**config.mk**
```make
export PLATFORM = sky130hd
export DESIGN_NAME = mem_port_arbiter
export DESIGN_NICKNAME = d
export VERILOG_FILES = /design/src/rtl/mem_port_arbiter_pkg.sv /design/src/rtl/mem_watchdog.sv /design/src/rtl/mem_port_arbiter.sv
export SDC_FILE = /design/constraint.sdc
export NUM_CORES = 1
export LEC_CHECK = 0
export BUFFER_PORTS_ARGS = -buffer_cell sky130_fd_sc_hd__buf_4
export CAP_MARGIN = 20
export CORE_AREA = 2 2 104 106
export CTS_CLUSTER_SIZE = 25
export DETAILED_ROUTE_END_ITERATION = 8
export DIE_AREA = 0 0 106 108
export PLACE_DENSITY = 0.49
export SLEW_MARGIN = 0
export SYNTH_ARGS = -nofsm -noshare
export SYNTH_HDL_FRONTEND = slang
export SYNTH_SLANG_ARGS = --single-unit
```
**constraint.sdc**
```tcl
create_clock -name clk -period 2.2 [get_ports clk]
set_clock_uncertainty 0.1 [all_clocks]
set_input_delay 0.11 -clock clk [delete_from_list [all_inputs] [get_ports clk]]
set_output_delay 0.11 -clock clk [all_outputs]
set_load 0.02 [all_outputs]
```
**src/rtl/mem_port_arbiter_pkg.sv**
```systemverilog
// Shared types for the instruction/data memory port arbiter: FSM state encoding and
// ownership constants, plus a helper mapping a state to the port that owns the memory.
package mem_port_arbiter_pkg;

    typedef enum logic [1:0] {
        StIdle   = 2'd0,
        StBusyDm = 2'd1,
        StBusyIf = 2'd2
    } arb_state_e;

    typedef logic [1:0] owner_t;

    localparam owner_t OWNER_NONE = 2'd0;
    localparam owner_t OWNER_DM   = 2'd1;
    localparam owner_t OWNER_IF   = 2'd2;

    function automatic owner_t state_owner(input arb_state_e state);
        case (state)
            StBusyDm: return OWNER_DM;
            StBusyIf: return OWNER_IF;
            default:  return OWNER_NONE;
        endcase
    endfunction

endpackage

```
**src/rtl/mem_watchdog.sv**
```systemverilog
// Busy-cycle counter for an outstanding memory access; expire reports that the count has
// reached TIMEOUT-1, i.e. the current cycle is the last one the memory is allowed to answer in.
module mem_watchdog #(
    parameter int unsigned TIMEOUT = 16
) (
    input  logic clk,
    input  logic rst_n,
    input  logic clear,
    input  logic en,
    output logic expire
);

    localparam int unsigned CntW = (TIMEOUT > 2) ? $clog2(TIMEOUT) : 1;
    localparam logic [CntW-1:0] CntMax = CntW'(TIMEOUT - 1);

    logic [CntW-1:0] cnt_q;

    assign expire = (cnt_q == CntMax);

    always_ff @(posedge clk or negedge rst_n) begin
        if (!rst_n) begin
            cnt_q <= '0;
        end else if (clear) begin
            cnt_q <= '0;
        end else if (en && !expire) begin
            cnt_q <= cnt_q + CntW'(1);
        end
    end

endmodule

```
**src/rtl/mem_port_arbiter.sv**
```systemverilog
// Arbitrates one single-port memory between instruction fetch and the MEM stage, one access
// in flight, data side first; drives pipeline stalls and a sticky no-response watchdog flag.
module mem_port_arbiter
    import mem_port_arbiter_pkg::*;
#(
    parameter int unsigned ADDR_W  = 32,
    parameter int unsigned DATA_W  = 32,
    parameter int unsigned TIMEOUT = 16
) (
    input  logic              clk,
    input  logic              rst_n,
    input  logic              if_req,
    input  logic [ADDR_W-1:0] if_addr,
    output logic [DATA_W-1:0] if_rdata,
    output logic              if_rvalid,
    input  logic              dm_read,
    input  logic              dm_write,
    input  logic [ADDR_W-1:0] dm_addr,
    input  logic [DATA_W-1:0] dm_wdata,
    output logic [DATA_W-1:0] dm_rdata,
    output logic              dm_rvalid,
    output logic              stall_if,
    output logic              stall_mem,
    output logic              mem_req,
    output logic              mem_we,
    output logic [ADDR_W-1:0] mem_addr,
    output logic [DATA_W-1:0] mem_wdata,
    input  logic              mem_ready,
    input  logic [DATA_W-1:0] mem_rdata,
    input  logic              mem_rvalid,
    output logic              timeout_err
);

    arb_state_e state_q, state_d;
    owner_t     owner;
    logic       err_q, err_d;
    logic       dm_any;
    logic       rsp_valid;
    logic       wd_clear, wd_en, wd_expire;

    assign dm_any   = dm_read | dm_write;
    assign owner    = state_owner(state_q);
    assign wd_clear = (state_q == StIdle);
    assign wd_en    = (state_q != StIdle) & ~mem_rvalid;

    mem_watchdog #(
        .TIMEOUT (TIMEOUT)
    ) u_watchdog (
        .clk    (clk),
        .rst_n  (rst_n),
        .clear  (wd_clear),
        .en     (wd_en),
        .expire (wd_expire)
    );

    always_comb begin
        state_d   = state_q;
        err_d     = err_q;
        mem_req   = 1'b0;
        mem_we    = 1'b0;
        mem_addr  = '0;
        mem_wdata = '0;
        rsp_valid = 1'b0;
        unique case (state_q)
            StIdle: begin
                // Data wins: it belongs to the older instruction. Read+write issues as a write.
                if (dm_any) begin
                    mem_req   = 1'b1;
                    mem_we    = dm_write;
                    mem_addr  = dm_addr;
                    mem_wdata = dm_wdata;
                    if (mem_ready) begin
                        state_d = StBusyDm;
                    end
                end else if (if_req) begin
                    mem_req  = 1'b1;
                    mem_addr = if_addr;
                    if (mem_ready) begin
                        state_d = StBusyIf;
                    end
                end
            end
            StBusyDm, StBusyIf: begin
                // Always return to IDLE after a response, so every access takes >= 2 cycles.
                if (mem_rvalid) begin
                    rsp_valid = 1'b1;
                    state_d   = StIdle;
                end else if (wd_expire) begin
                    err_d   = 1'b1;
                    state_d = StIdle;
                end
            end
            default: begin
                state_d = StIdle;
            end
        endcase
    end

    always_ff @(posedge clk or negedge rst_n) begin
        if (!rst_n) begin
            state_q <= StIdle;
            err_q   <= 1'b0;
        end else begin
            state_q <= state_d;
            err_q   <= err_d;
        end
    end

    // Responses go to whoever owned the access, even if that requester has since let go.
    assign dm_rvalid = rsp_valid & (owner == OWNER_DM);
    assign if_rvalid = rsp_valid & (owner == OWNER_IF);
    assign dm_rdata  = dm_rvalid ? mem_rdata : '0;
    assign if_rdata  = if_rvalid ? mem_rdata : '0;

    assign stall_mem   = dm_any & ~dm_rvalid;
    assign stall_if    = stall_mem | (if_req & ~if_rvalid);
    assign timeout_err = err_q;

endmodule
```
**Word level (Yosys, flattened, before mapping)**

Cells that the tools add are included.

- Logic and storage cells: 54
- Flip-flop bits (word level): 7
- Bits of input ports: 135
- Output and inout bits: 135

- Bitwise gates (word level): 10
- Equality and inequality tests: 8
- Reduce and logical (&&, ||, !) cells: 8
- $add $sub $neg: 1
- Muxes and demuxes: 24

Operators with widths:

| cell | count |
|---|---|
| 32-bit two-way mux | 7 |
| 2-bit two-way mux | 6 |
| 4-bit two-way mux | 2 |
| 2-bit one-hot mux with 2 select lines | 2 |
| 1-bit two-way mux | 7 |
| 3-bit AND reduction | 2 |
| 1-bit bitwise AND | 5 |
| 4-bit by 1-bit adder with 4-bit output (second input constant) | 1 |
| 2-bit by 1-bit == test with 1-bit output (second input constant) | 2 |
| 2-bit == test (second input constant) | 2 |
| 4-bit == test (second input constant) | 1 |
| 2-bit nonzero test | 2 |
| 3-bit by 2-bit != test with 1-bit output (second input constant) | 1 |
| 3-bit != test (second input constant) | 1 |
| 1-bit NOT | 3 |
| 2-bit logical NOT | 1 |
| 2-bit != test (second input constant) | 1 |
| 1-bit bitwise OR | 2 |
| 2-bit OR reduction | 1 |
| 1-bit logical AND | 1 |
| 1-bit logical NOT | 1 |

**Depth between registers and ports, before layout**

Gate-level depths: netlist of the first run.

- Depth in word-level cells: 7
- Mapped depth: 7

**Modules after synthesis**

A second synthesis of the first run with hierarchy kept.

- Cell total of the unflattened synthesis: 197
- Area total of the unflattened synthesis: 1524.0 µm²

By module, submodules not included:

| module | area each (µm²) | sequential area each (µm²) | cells each | instances |
|---|---|---|---|---|
| mem_port_arbiter | 1295.0 | 75.1 | 177 | 1 |
| mem_watchdog | 229.0 | 100.1 | 20 | 1 |

**Worst setup path after synthesis of the first run**

No wires, ideal clock.

- Kind: register -> output
- Start point: reg state_q[0]
- End point: out stall_if
- Required time: 1.990 ns
- Cell stages (with the launch flop): 7
- Path slack: 0.437 ns
- Data arrival time: 1.553 ns
- Path buffers: 2
- Path through: dfrtp_1 > inv_1 > ha_1 > and3_1 > buf_4 > buf_6 > o22ai_1

- Cells in the longest elaborated chain, start to end: 7
- Elaborated cells between the ends (all ways): 14
- Classes of those cells: 4 x eq/ne; 2 x mux; 7 x bitwise; 1 x reduce/logical

RTL lines:

| item | RTL line | source |
|---|---|---|
| start: declaration | mem_port_arbiter.sv:34 | `arb_state_e state_q, state_d;` |
| start signal: assignment | mem_port_arbiter.sv:101 | `state_q <= StIdle;` |
| start signal: assignment | mem_port_arbiter.sv:104 | `state_q <= state_d;` |
| 2-bit == test / 2-bit by 1-bit == test with 1-bit output (equally long branches) | mem_port_arbiter_pkg.sv:18, mem_port_arbiter.sv:64 |  |
| 2-bit one-hot mux with 2 select lines / 2-bit OR reduction (equally long branches) | mem_port_arbiter_pkg.sv:18, mem_port_arbiter.sv:64 |  |
| 2-bit by 1-bit == test with 1-bit output / 1-bit two-way mux (equally long branches) | mem_port_arbiter.sv:110, mem_port_arbiter.sv:64 |  |
| 1-bit bitwise AND * | mem_port_arbiter.sv:110 | `assign dm_rvalid = rsp_valid & (owner == OWNER_DM);` |
| net dm_rvalid | mem_port_arbiter.sv:21 | `output logic dm_rvalid,` |
| 1-bit NOT * | mem_port_arbiter.sv:115 | `assign stall_mem = dm_any & ~dm_rvalid;` |
| 1-bit bitwise AND * | mem_port_arbiter.sv:115 |  |
| 1-bit bitwise OR * | mem_port_arbiter.sv:116 | `assign stall_if = stall_mem \| (if_req & ~if_rvalid);` |
| end: declaration | mem_port_arbiter.sv:22 | `output logic stall_if,` |

Mark *: on every way through the listed nets, which the timed path passes. The rest lies on a longest branch.

**Final worst setup path of the first run**

- Start point: reg state_q[1]
- End point: out dm_rdata[10]

- Cells in the longest elaborated chain, start to end: 5
- Elaborated cells between the ends (all ways): 8
- Classes of those cells: 3 x eq/ne; 3 x mux; 1 x bitwise; 1 x reduce/logical

RTL lines:

| item | RTL line | source |
|---|---|---|
| 2-bit == test / 2-bit by 1-bit == test with 1-bit output (equally long branches) | mem_port_arbiter_pkg.sv:18, mem_port_arbiter.sv:64 |  |
| 2-bit one-hot mux with 2 select lines / 2-bit OR reduction (equally long branches) | mem_port_arbiter_pkg.sv:18, mem_port_arbiter.sv:64 |  |
| 2-bit by 1-bit == test with 1-bit output / 1-bit two-way mux (equally long branches) | mem_port_arbiter.sv:110, mem_port_arbiter.sv:64 |  |
| 1-bit bitwise AND * | mem_port_arbiter.sv:110 |  |
| 32-bit two-way mux * | mem_port_arbiter.sv:112 | `assign dm_rdata = dm_rvalid ? mem_rdata : '0;` |
| end: declaration | mem_port_arbiter.sv:20 | `output logic [DATA_W-1:0] dm_rdata,` |

Mark *: on every way between the ends. The rest lies on a longest branch, timed or not.

==> results of run 1 <==
flip-flops by register name, summed over array words and instances (netlist names):
register	cells
u_watchdog.cnt_q	4
state_q	2
timeout_err	1
layout make-up:
| class | count | area (sq um) |
|---|---|---|
| Inverter | 5 | 18.8 |
| Multi-Input combinational cell | 166 | 1180 |
| Timing Repair Buffer | 274 | 2080 |
| Sequential cell | 7 | 175 |
| Fill cell | 1089 | 6560 |
| Tap cell | 136 | 170 |
| Clock buffer | 4 | 45.0 |
placed cells by master (no fill, tap or decap), types with 2 or more instances in the layout:
master,count
and2_1,96
and3_1,2
nand2_1,2
ha_1,3
inv_1,4
a22o_1,30
buf_4,271
a21oi_1,2
nand3_1,2
buf_12,2
dfrtp_1,7
nand4_1,2
a22o_2,2
nor2_1,5
clkbuf_8,3
through the flow:
stage,cells,cell area [sq um],hold slack (ps),setup slack [ps]
finish,592,3670,93.7,120
global route,592,3670,107,4.06
CTS,592,3670,98.5,52.5
detailed placement,587,3610,-172,293
global placement,587,3610,-173,321
floorplan,197,1580,-286,437
layer usage:
metal  global-route usage  up-vias
met2                0.268       91
met1                0.153     1080
li1                     -     1188
met4               0.0141        0
met5                    0        -
met3               0.0217        4
critical path, cell delays in order (launching register included):
cell	delay, ps
dfrtp_1	390
inv_1	80
ha_2	360
and3_1	150
buf_4	290
and2_1	210
buf_4	150
cell usage after synthesis (all sizes together):
library cell,instances
and2b,1
o31ai,1
nor2,7
ha,4
inv,5
and3b,1
buf,19
nand3,2
o211ai,1
a31oi,1
and3,2
o22ai,1
a311oi,1
o21ai,1
nor2b,1
o21bai,1
and4bb,1
mux2,1
nand4,2
a32oi,1
nand2,2
xnor2,1
a21oi,2
a22o,32
nand2b,1
mux2i,1
dfrtp,7
and2,97
worst max-delay path by stage:
stage	from	end	slack, ps	cells after the start
after detailed placement	state_q[1]	mem_wdata[1]	290	7
after global placement	state_q[0]	mem_wdata[1]	320	7
after global routing	state_q[1]	dm_rdata[10]	4	6
after CTS	state_q[1]	mem_wdata[1]	50	7
final	state_q[1]	dm_rdata[10]	120	6
after floorplan	state_q[0]	stall_if	440	6
power breakdown:
group	total, mW	switching [mW]	leakage [nW]	internal [mW]
clock network	0.174	0.0492	0.0228	0.125
registers	0.187	0.0284	0.0948	0.159
logic	2.26	1.21	1.91	1.05
total	2.62	1.29	2.03	1.33
cell families (layout without fill, tap and decap cells):
kind of cell	Yosys count	count (layout)
AO/OA/AOI/OAI	42	42
XOR/XNOR	1	1
adder cells (fa/ha/maj)	4	4
buffers and inverters	24	283
flip-flops	7	7
multiplexers	2	2
AND/OR/NAND/NOR	117	117
what timing repair did:
| action | in CTS | in global routing |
|---|---|---|
| gates resized for setup | 0 | 1 |
| hold buffers | 1 | 0 |
| endpoints found under the hold margin | 7 | 0 |
| setup endpoints to repair | 0 | 64 |
==> flow_summary.toml, run 1 <==
[yosys]
synth.top_cell.area_share = 0.381
synth_top_family_by_area = "simple AND/OR/NAND/NOR gates"
ys_ff_latch = 7
synth_area_sq_um = 1580
synth_fp_nets = 336
synthCells = 197
synth_fa_ha_area_frac = 0.0318
ys_top_cells_by_area = "and2_1 (38%), a22o_1 (17%), buf_6 (12%), dfrtp_1 (11%), ha_1 (3.2%)"
ys_types = 34
synth_xor_area_frac = 0.00556
synth_area_leader_cell = "and2_1"
synth-simple-area-share = 0.463
synth-compound-area-share = 0.232
yosysWarnings = 0
syn_area_per_cell_sq_um = 8.00
ys_seq_area_frac = 0.111
muxShareOfSynthArea = 0.0135

[finish]
areaGrowthSynthToFinish_pct = 133
final_util = 0.359
nNetsFinal = 596
antenna_cells = 0
drive_above_1_share = 0.627

[drt]
via_count = 2363
drt_iter0_drc = 119
drt-pass1-iter-count = 4
highest_layer = "met4"
wl_met2_um = 5010
drcViolationCount = 0
drt-wirelength-per-cell_um = 15.1
wl_met1_um = 3300
wirelength_um = 8940
vias_per_cell = 3.99
ant_nets = 0
wl_met3_um = 562

[critical_path]
critPathMaxFanout = 35
critPathCaptureType = "output port"
rrSetupSlack_ps = 690
cp.required_ps = 1990
reg2reg_from = "u_watchdog.cnt_q[0]"
r2r_end = "u_watchdog.cnt_q[3]"
cp.arrival_ps = 1870
reg2regPathDepth = 4
worstSetupPathType = "flip-flop to output port"
critPathLaunchType = "flip-flop"

[min_path]
holdCritStartpoint = "mem_ready"
holdPathEnd = "state_q[1]"
hold_class = "input port to flip-flop"
hold_depth = 3

[sta]
worstMarginPinSlew_ps = 307
drv_slew = 0
final_hold_viol_count = 0
fin_tns_setup_ps = 0
clock.fmax_mhz = 481
setup_viol = 0
slew_headroom = 0.795
fin_crit_sh = 0.945
fin_crit_ps = 2080
rsz0062_at_grt = "no"

[clock_tree]
numClockSinks = 7
cts_made_buffers = 3
root_buffer = "clkbuf_8"
cts_setup_buffers = 0
path_clk_slew_ps = 40
clk_path_buf_depth = 2
h-tree-depth = 1
cts_tree = "yes"
clk_latency_ps = 220

[die]
dieHeight_um = 108
num_io_pins = 270
start_util = 0.154
die_area_sq_um = 11400
core-area_sq_um = 10200
num_rows = 37
die_x_um = 106

[pwr]
power_density_nw_per_um2 = 714
power_mw = 2.62
p_leak_nw = 2.03
ir_drop_mv = 0.602

[global_routing]
grt_max_degree = 65
grt_pass1_vias = 2231
antenna_found_initial = 0
grtUsageTotal = 0.134
overflow = 0
grt_pass1_wl_um = 12400

[place]
portBuffers = 269
hpwl_um = 7550
finalWeightedCongestion = 0.717

[status]
status = "completed"

[job]
drv_cap = 0
Power figures use the tool's default switching activity.
==> run 2: changes to the inputs <==
Settings changed: CORE_AREA 2 2 104 106 to 3 3 102 104, DIE_AREA 0 0 106 108 to 0 0 105 107, PLACE_DENSITY 0.49 to 0.52.
==> run 2 against run 1 <==
  * Register-to-register slack got worse by 150 ps
  * First-iteration DRC count rose by 3.4%
  * Wire length rose by 9.8%
  * Sequential power is essentially flat
  * Global-route usage increased by 2.1 points
  * Non-clock buffer count grew 1
  * Setup slack better by 70 ps
  * Sequential share of layout area is essentially flat
  * Combinational power increased by 4%
  * Critical path type unchanged
  * Largest cell class unchanged
  * Largest power group unchanged
==> flow_summary.toml, run 2 (synthesis gave the netlist of run 1 again) <==
[clock_tree]
clk_latency_ps = 220
root_buffer = "clkbuf_8"
cts_made_buffers = 3
cts_setup_buffers = 0
clk_path_buf_depth = 2
numClockSinks = 7
path_clk_slew_ps = 40
cts_tree = "yes"
h-tree-depth = 1

[drt]
vias_per_cell = 4.05
drt-pass1-iter-count = 4
ant_nets = 0
drt_iter0_drc = 123
via_count = 2390
drcViolationCount = 0
wirelength_um = 9810
drt-wirelength-per-cell_um = 16.6

[sta]
clock.fmax_mhz = 498
slew_headroom = 0.812
fin_crit_sh = 0.914
fin_crit_ps = 2010
setup_ws_ps = 190
fin_tns_setup_ps = 0
rsz0062_at_grt = "no"
worstMarginPinSlew_ps = 281
final_hold_viol_count = 0
setup_viol = 0
drv_slew = 0
finalHoldWorstSlack_ps = 114

[critical_path]
reg2regPathDepth = 6
critPathMaxFanout = 33
crit_end = "mem_wdata[3]"
rrSetupSlack_ps = 540
critPathLaunchType = "flip-flop"
reg2reg_from = "state_q[0]"
critPathCaptureType = "output port"
r2r_end = "state_q[1]"
startpoint = "state_q[0]"
worstSetupPathType = "flip-flop to output port"
cp.arrival_ps = 1800
cp.required_ps = 1990

[min_path]
hold_class = "input port to flip-flop"
holdCritStartpoint = "mem_ready"
hold_depth = 3

[status]
status = "completed"

[finish]
largest_register = "u_watchdog.cnt_q"
layout.cells.non_filler = 590
fin_area_sq_um = 3700
final_util = 0.384
drive_above_1_share = 0.628
areaGrowthSynthToFinish_pct = 135
nNetsFinal = 597
final_common_cell = "buf_4"
antenna_cells = 0
final_cell_mix = "buf_4 (271), and2_1 (96), a22o_1 (30)"
largest_reg_flops = 4

[global_routing]
antenna_found_initial = 0
met1_usage = 0.176
grtUsageTotal = 0.155
grt_pass1_wl_um = 13800
overflow = 0
grt_max_degree = 36
grt.busiest_layer = "met2"
grt_pass1_vias = 2278
grt_use_met3 = 0.0361
use_met2 = 0.295

[die]
num_rows = 36
num_io_pins = 270
core-area_sq_um = 9640
start_util = 0.163
dieHeight_um = 107
die_x_um = 105
die_area_sq_um = 11200

[place]
place_ws_ps = 272
finalWeightedCongestion = 0.830
place_area_sq_um = 3630
hpwl_um = 8400
portBuffers = 269
placed_cells = 585

[job]
drv_cap = 0

[pwr]
p_leak_nw = 2.04
power_mw = 2.72
ir_drop_mv = 0.313
power_density_nw_per_um2 = 735
run 2: cell types whose count changed in the layout (fill, tap and decap cells not counted), sizes merged:
| cell | previous run | this run |
|---|---|---|
| buf | 273 | 274 |
run 2: routing by layer:
metal / share of wire / vias to the layer above
met5: 0 / -
met4: 0.010 / 0
met3: 0.070 / 8
met2: 0.55 / 105
met1: 0.37 / 1090
li1: - / 1187
run 2: area by class of cell:
| cell class | instances | area [sq um] |
|---|---|---|
| well taps | 133 | 166 |
| repair buffers | 275 | 2100 |
| flip-flops and latches | 7 | 175 |
| multi-input cells | 166 | 1190 |
| clock buffers | 4 | 45.0 |
| inverters | 5 | 18.8 |
| fillers | 1049 | 5940 |
run 2: how the worst min path moves through the flow:
| stage | endpoint | slack (ps) |
|---|---|---|
| finish | state_q[1] | 110 |
| global route | state_q[1] | 120 |
| CTS | state_q[1] | 110 |
| detailed placement | timeout_err | -170 |
| global placement | timeout_err | -170 |
| floorplan | state_q[0] | -290 |
run 2: power by group:
| part | total, mW | internal, mW | switching (mW) |
|---|---|---|---|
| Combinational | 2.36 | 1.11 | 1.25 |
| Sequential | 0.188 | 0.159 | 0.0291 |
| Clock | 0.175 | 0.125 | 0.0504 |
run 2: what timing repair did:
| item | in CTS | in global routing |
|---|---|---|
| hold buffers | 1 | 0 |
| resized for setup | 0 | 2 |
| endpoints found under the hold margin | 7 | 0 |
| endpoints found under the setup margin | 0 | 60 |
run 2: worst max-delay path: stages (launching register included):
cell     delay [ps]
dfrtp_1         400
inv_1           140
ha_4            210
inv_2            70
nor2_4          210
buf_12          200
and2_1          190
buf_4           160
==> run 3: changes to the inputs <==
Settings changed: SETUP_SLACK_MARGIN from default to 0.2.
==> run 3 against run 2 <==
  * Setup slack improved by 90 ps
  * Register-to-register slack improved by 60 ps
  * Clock-buffer cell count unchanged
  * Die area unchanged
  * First-iteration DRC count decreased by 8.9%
  * Hold slack improved by 2.7 ps
  * Global-route usage increased by 0.051 points
  * Sequential power decreased by 3%
  * Final area increased by 2.7%
  * Via count increased by 2.3%
  * Clock power about the same
  * Largest power group unchanged
==> flow_summary.toml, run 3 (synthesis gave the netlist of run 1 again) <==
[pwr]
pwr-share-clk = 0.060
power_density_nw_per_um2 = 766
swShare = 0.476
pwr-share-comb = 0.877
ir_drop_mv = 0.313
power_mw = 2.91
p_leak_nw = 2.09
seqPwrFrac = 0.063
p_sw_mw = 1.38
power.internal_mw = 1.52

[drt]
drt-pass1-iter-count = 4
drt-wirelength-per-cell_um = 16.9
ant_nets = 0
wirelength_um = 10000
via_count = 2445
drt_iter0_drc = 112
vias_per_cell = 4.10
drcViolationCount = 0

[clock_tree]
numClockSinks = 7
root_buffer = "clkbuf_8"
cts_tree = "yes"
h-tree-depth = 1
cts_made_buffers = 3
path_clk_slew_ps = 40
clk_latency_ps = 220
clk_path_buf_depth = 2

[critical_path]
critPathMaxFanout = 17
r2r_end = "state_q[1]"
reg2reg_from = "state_q[1]"
critPathLaunchType = "flip-flop"
worstSetupPathType = "flip-flop to output port"
cp.arrival_ps = 1710
reg2regPathDepth = 6
critPathCaptureType = "output port"
rrSetupSlack_ps = 600
cp.required_ps = 1990
startpoint = "state_q[1]"

[die]
start_util = 0.163
die_area_sq_um = 11200
num_io_pins = 270
dieHeight_um = 107
num_rows = 36
core-area_sq_um = 9640
die_x_um = 105

[sta]
slew_headroom = 0.832
worstMarginPinSlew_ps = 250
drv_slew = 0
final_hold_viol_count = 0
fin_tns_setup_ps = 0
rsz0062_at_grt = "yes"
setup_viol = 0
fin_crit_ps = 1920
fin_crit_sh = 0.873
clock.fmax_mhz = 521

[global_routing]
grt_max_degree = 36
grt_pass1_wl_um = 13800
grt_pass1_vias = 2280
overflow = 0
grtUsageTotal = 0.155
antenna_found_initial = 0

[min_path]
holdPathEnd = "state_q[1]"
holdCritStartpoint = "mem_ready"
hold_class = "input port to flip-flop"
hold_depth = 3

[finish]
antenna_cells = 0
fillers = 1043
largest_reg_flops = 4
areaGrowthSynthToFinish_pct = 141
layout.cells.non_filler = 596
drive_above_1_share = 0.635
largest_register = "u_watchdog.cnt_q"
nNetsFinal = 603
final_common_cell = "buf_4"
final_cell_mix = "buf_4 (272), and2_1 (96), a22o_1 (30)"

[place]
placed_cells = 585
hpwl_um = 8400
portBuffers = 269
finalWeightedCongestion = 0.830

[job]
drv_cap = 0

[status]
status = "completed"
-- run 3: final cells by class --
class                   count  area, sq um  area share
repair buffers            281         2200       0.581
multi-input cells         166         1190       0.313
flip-flops and latches      7          175      0.0461
well taps                 133          166      0.0438
clock buffers               4         45.0      0.0119
inverters                   5         18.8     0.00494
-- run 3: timing repair --
action                                  CTS  global route
resized for setup                         2             3
buffers inserted                          0             4
pin swaps                                 1             1
hold endpoints to repair                  7             0
gates cloned                              0             2
hold buffers                              1             0
endpoints found under the setup margin  128           126
-- run 3: worst max-delay path by stage --
stage	depth (start not counted)	end
after floorplan	6	stall_if
after global placement	7	mem_wdata[21]
after detailed placement	7	mem_wdata[3]
after CTS	6	if_rdata[29]
after global routing	8	mem_wdata[3]
final	8	mem_wdata[3]
-- run 3: through the flow --
step | utilization | setup slack (ps) | hold WS (ps) | area (sq um)
2_1_floorplan | - | 437 | -286 | 1580
3_3_place_gp | 0.377 | 324 | -175 | 3630
3_5_place_dp | 0.377 | 272 | -175 | 3630
4_1_cts | 0.384 | 201 | 106 | 3700
5_1_grt | 0.394 | 189 | 123 | 3800
6_report | 0.394 | 280 | 117 | 3800
-- run 3: worst max-delay path: stages (launching register included) --
cell and delay (ps):
dfrtp_1 370, inv_1 110, ha_4 200, inv_2 70
nor2_4 120, buf_12 140, buf_12 130, and2_1 180
buf_4 160
-- run 3: power groups by stage --
| stage | Sequential, mW | Clock (mW) | Combinational [mW] |
|---|---|---|---|
| after detailed placement | 0.188 | 0 | 2.34 |
| after CTS | 0.187 | 0.180 | 2.38 |
| after floorplan | 0.182 | 0 | 1.38 |
| final | 0.183 | 0.175 | 2.55 |
| after global routing | 0.186 | 0.192 | 2.70 |
| after global placement | 0.186 | 0 | 2.33 |
-- run 3: layer usage --
metal,global-route usage,part of all wire,vias up
met4,0.0300,0.010,0
met5,0,0,-
li1,-,-,1200
met2,0.297,0.55,114
met3,0.0361,0.074,8
met1,0.176,0.37,1123
